--- src/rtl/fifo4_word.sv ---
// ---------------------------------------------------------------------------
// fifo4_word
// Four-entry word FIFO with a valid/ready handshake on both sides. It sits
// between a producer stage and the datapath consumer and absorbs up to four
// words of back-pressure.
//
// Ports
//   clk        in   1      rising-edge clock
//   rst_n      in   1      asynchronous reset, active-low
//   in_data    in   WIDTH  word offered by producer
//   in_valid   in   1      producer has a word on in_data
//   in_ready   out  1      FIFO can accept a word this cycle
//   out_data   out  WIDTH  word at head of FIFO
//   out_valid  out  1      FIFO holds at least one word
//   out_ready  in   1      consumer takes head word this cycle
//   count      out  3      words held, 0..4
//
// in_ready, out_valid and out_data are decoded combinationally from registered
// state only, so there is no path from in_valid to in_ready or from out_ready
// to out_valid. A word pushed at one edge becomes visible after that edge;
// there is no fall-through when empty.
// ---------------------------------------------------------------------------
module fifo4_word #(
    parameter int WIDTH = 16
) (
    input  logic             clk,
    input  logic             rst_n,
    input  logic [WIDTH-1:0] in_data,
    input  logic             in_valid,
    output logic             in_ready,
    output logic [WIDTH-1:0] out_data,
    output logic             out_valid,
    input  logic             out_ready,
    output logic [2:0]       count
);

    logic [WIDTH-1:0] entry_r [4];
    logic [1:0]       wr_ptr_r;
    logic [1:0]       rd_ptr_r;
    logic [2:0]       count_r;

    logic             push_s;
    logic             pop_s;
    logic [3:0]       load_en_s;
    logic [2:0]       count_nxt_s;

    // Handshake status decoded from the registered occupancy only.
    assign in_ready  = (count_r != 3'd4);
    assign out_valid = (count_r != 3'd0);
    assign count     = count_r;
    assign out_data  = entry_r[rd_ptr_r];

    assign push_s = in_valid & in_ready;
    assign pop_s  = out_valid & out_ready;

    // One-hot write steering: decode wr_ptr and gate it with the push strobe.
    always_comb begin
        load_en_s = 4'b0000;
        if (push_s) begin
            case (wr_ptr_r)
                2'd0:    load_en_s = 4'b0001;
                2'd1:    load_en_s = 4'b0010;
                2'd2:    load_en_s = 4'b0100;
                2'd3:    load_en_s = 4'b1000;
                default: load_en_s = 4'b0000;
            endcase
        end else begin
            load_en_s = 4'b0000;
        end
    end

    // Occupancy update: a simultaneous push and pop leaves the count as is.
    always_comb begin
        count_nxt_s = count_r;
        case ({push_s, pop_s})
            2'b10:   count_nxt_s = count_r + 3'd1;
            2'b01:   count_nxt_s = count_r - 3'd1;
            default: count_nxt_s = count_r;
        endcase
    end

    // Pointer and count registers; pointers wrap naturally at 2 bits, so full
    // and empty both have wr_ptr == rd_ptr and only count separates them.
    always_ff @(posedge clk or negedge rst_n) begin
        if (!rst_n) begin
            wr_ptr_r <= 2'd0;
            rd_ptr_r <= 2'd0;
            count_r  <= 3'd0;
        end else begin
            if (push_s) begin
                wr_ptr_r <= wr_ptr_r + 2'd1;
            end
            if (pop_s) begin
                rd_ptr_r <= rd_ptr_r + 2'd1;
            end
            count_r <= count_nxt_s;
        end
    end

    // Storage array; popped entries are left in place and simply overwritten
    // on a later push.
    always_ff @(posedge clk or negedge rst_n) begin
        if (!rst_n) begin
            for (int i = 0; i < 4; i++) begin
                entry_r[i] <= {WIDTH{1'b0}};
            end
        end else begin
            for (int i = 0; i < 4; i++) begin
                if (load_en_s[i]) begin
                    entry_r[i] <= in_data;
                end
            end
        end
    end

endmodule
--- config.mk ---
export PLATFORM = sky130hd
export DESIGN_NAME = fifo4_word
export DESIGN_NICKNAME = d
export VERILOG_FILES = /design/src/rtl/fifo4_word.sv
export SDC_FILE = /design/constraint.sdc
export NUM_CORES = 1
export LEC_CHECK = 0
export CAP_MARGIN = 5
export CORE_MARGIN = 2
export CORE_UTILIZATION = 38
export CTS_BUF_LIST = sky130_fd_sc_hd__clkbuf_16
export DETAILED_ROUTE_END_ITERATION = 8
export PLACE_DENSITY_LB_ADDON = 0.15
export REMOVE_ABC_BUFFERS = 1
export SLEW_MARGIN = 10
export SYNTH_ARGS = -nofsm -noshare
export SYNTH_HDL_FRONTEND = slang
export SYNTH_SLANG_ARGS = --single-unit
--- constraint.sdc ---
create_clock -name clk -period 3.02 [get_ports clk]
set_clock_uncertainty 0.1 [all_clocks]
set_input_delay 0.453 -clock clk [delete_from_list [all_inputs] [get_ports clk]]
set_output_delay 0.453 -clock clk [all_outputs]
set_load 0.01 [all_outputs]
==> results.md, run 1 <==
- Status: completed
- Final min period: ~2700 ps
- WL final: roughly 6.3 mm
- RSZ-0062 raised after global routing: false
- Total GRT Usage: 0.146
- Layout cells sized above 1: 0.430
- CP Class: register to primary output
- Slew at the pin closest to its max-slew limit: 607 ps
- Most frequent cells in the layout: dfrtp_1 (71), mux2_4 (40), clkdlybuf4s50_1 (39)
- First-pass GRT wire length: approximately 11 mm
- CP max FO: 13
- Total CTS buffers: 9
- Maximum VDD drop: approximately 0.00047 V
- Distinct cells, synth: 21
- Placed Area: about 4000 um2
- Synth Cell Area: ~3400 um2
- Htree depth: 3
- Core footprint: about 8700 um2
- Drt wl/cell: roughly 18 um
- FP Rows: 34
- Slew HR: 0.596
- CTS Sinks: 71
- PortBufs: 40
- # Post-CTS Setup Buffers: 0
- Vias in the first global route: between 1500 and 2000
- Setup TNS: 0 ps
- # IOs: slightly above 40
- Number of remaining DRC errors: 0
- Warnings, synthesis: 0
- ANT nets after route: 0
- Gate power share: 0.447
- Resized cells post-CTS: 0
- Final Hold Fails: 0
- Slew Viols, Final: 0
- Layout area overhead: 24.1%
- Synth area leader: dfrtp_1
- Final setup vio count: 0
- Max Root-Sink Buffers: 2
- CTS tree: yes
- Initial antenna violation count: 0
- Detail Placement HPWL: slightly above 4 mm
- Largest net degree at the start of global routing: 47
- Busiest grt layer: met2
- Crit share post-route: 0.894
- Largest cells by area after synthesis: dfrtp_1 (52%), mux2_4 (18%), mux4_2 (11%)
- F_max: ~370 MHz
- Int Power: 3.72 mW
- Most common cell after layout, fill and taps aside: dfrtp_1
- Routed via count: between 1500 and 2000
- Sequential fraction of design power: 0.334
- Die height: between 90 and 100 um
- Iteration-0 DRC Markers: 30
- Mean Syn Cell Area: 17.6 um2
- Nets: 265
- M1 GR Usage: 0.196
- Detailed Routing Iterations Pass 1: 4
- Initial core utilization: 0.391
- Hold_buf cts: 0
- Pwr/cell area: between 1000 and 1500 nW/um2
- DR vias/cell: just under 5
- Reg clk slew, reported paths: around 60 ps
- Met3 Use GR: 0.0447
- Synth Register Bits: 71
- Switching power: around 1.5 mW
- Sw Ratio: 0.286
- Setup crit end kind: primary output
- Final global-route overflow total: 0
- Critical Path RT: ~2500 ps
- Die ar.: between 9000 and 10000 um2
- Hold WC Path Type: input pin to async pin
- Crit path launch type: register
- Final instance area: 4210 um2
- Synth top area share: 0.524
- Max-Cap Viols: 0
- Clock Latency Late Sink: roughly 330 ps
- GPL Wtd Cong: 0.764
- Horiz. Die Dim: roughly 98 um
- Clock root cell: clkbuf_16
- Register area share after synthesis: 0.524
- Antenna cell count: 0
- Cells after synthesis: a little under 200
- Clock power frac: 0.219
- GR Util met2: 0.228
- Arr. time, crit path: 2150 ps
- Static leakage: roughly 1.8 nW
final cells by class:
class / instances / area (um2)
fillers: 779 / 4470
multi-input cells: 104 / 1450
clock inverters: 7 / 97.6
clock buffers: 9 / 225
flip-flops and latches: 71 / 1780
repair buffers: 48 / 505
well taps: 108 / 135
inverters: 5 / 18.8
sequential cells by signal, summed over array words and instances, names as in the netlist:
name / cells
entry_r: 64
wr_ptr_r: 2
count: 3
rd_ptr_r: 2
cell families (layout without fill, tap and decap cells):
group	after synthesis	in the layout	synth area share
buf+inv	18	69	0.0491
xor+xnor	6	6	0.0155
simple gates	9	9	0.0151
compound gates	1	1	0.00258
mux	82	82	0.369
fa+ha+maj	6	6	0.0244
flops	71	71	0.524
worst paths after layout:
check                           cells past startpoint  slack (ps)      endpoint         from
worst max-delay path                                3         320  out_data[12]  rd_ptr_r[0]
worst min-delay path                                1          30   entry_r[50]        rst_n
worst max register to register                      8         690      count[2]     count[0]
worst min register to register                      1         370   rd_ptr_r[1]  rd_ptr_r[1]
max in group asynchronous                           2        2140      count[2]        rst_n
min in group clk                                    1         370   rd_ptr_r[1]  rd_ptr_r[1]
layer usage:
metal  up-vias  routed length (um)
met4         0                  72
met1       893                2990
met5         -                   0
met2        34                2960
met3         7                 261
li1        792                   -
critical path: stages, from the launching register on:
cell	delay, ps
dfrtp_1	550
buf_12	220
mux4_2	540
clkdlybuf4s50_1	500
Yosys cell counts:
library cell and number:
or3_1 1, o31a_1 1, nor2_1 1, inv_1 5
fa_1 1, mux4_2 16, buf_2 3, buf_12 4
dfrtp_1 71, and3_1 4, xor2_1 3, ha_1 5
xnor2_1 3, nand2_1 2, buf_1 1, mux2i_1 1
clkbuf_1 1, or3b_1 1, mux2_2 25, buf_6 4
mux2_4 40
power groups by stage:
stage | clock (mW) | sequential (mW) | combinational [mW]
6_report | 1.14 | 1.74 | 2.33
5_1_grt | 1.21 | 1.82 | 2.51
4_1_cts | 1.17 | 1.75 | 2.38
3_5_place_dp | 0 | 1.75 | 2.37
3_3_place_gp | 0 | 1.76 | 2.34
2_1_floorplan | 0 | 1.73 | 1.46
stage by stage:
| step | std cells | worst slack, ps | utilization | hold WS (ps) | total power [mW] |
|---|---|---|---|---|---|
| after global placement | 336 | 645 | 0.448 | 363 | 4.09 |
| after global routing | 352 | 228 | 0.485 | 74.0 | 5.54 |
| after floorplan | 180 | 806 | - | 57.4 | 3.19 |
| final | 352 | 319 | 0.485 | 28.9 | 5.22 |
| after detailed placement | 336 | 659 | 0.448 | 365 | 4.12 |
| after CTS | 352 | 291 | 0.485 | 53.3 | 5.30 |
Power figures use the tool's default switching activity.
==> run 2: changes to the inputs <==
--- a/config.mk
+++ b/config.mk
@@ -5,7 +5,6 @@
 export SDC_FILE = /design/constraint.sdc
 export NUM_CORES = 1
 export LEC_CHECK = 0
-export CAP_MARGIN = 5
 export CORE_MARGIN = 2
 export CORE_UTILIZATION = 38
 export CTS_BUF_LIST = sky130_fd_sc_hd__clkbuf_16
==> results of run 2 <==
Final layout, timing and power as in run 1 (identical DEF).
==> run 3: changes to the inputs <==
--- a/config.mk
+++ b/config.mk
@@ -11,7 +11,6 @@
 export DETAILED_ROUTE_END_ITERATION = 8
 export PLACE_DENSITY_LB_ADDON = 0.15
 export REMOVE_ABC_BUFFERS = 1
-export SLEW_MARGIN = 10
 export SYNTH_ARGS = -nofsm -noshare
 export SYNTH_HDL_FRONTEND = slang
 export SYNTH_SLANG_ARGS = --single-unit
==> results of run 3 <==
Final layout, timing and power as in run 1 (identical DEF).
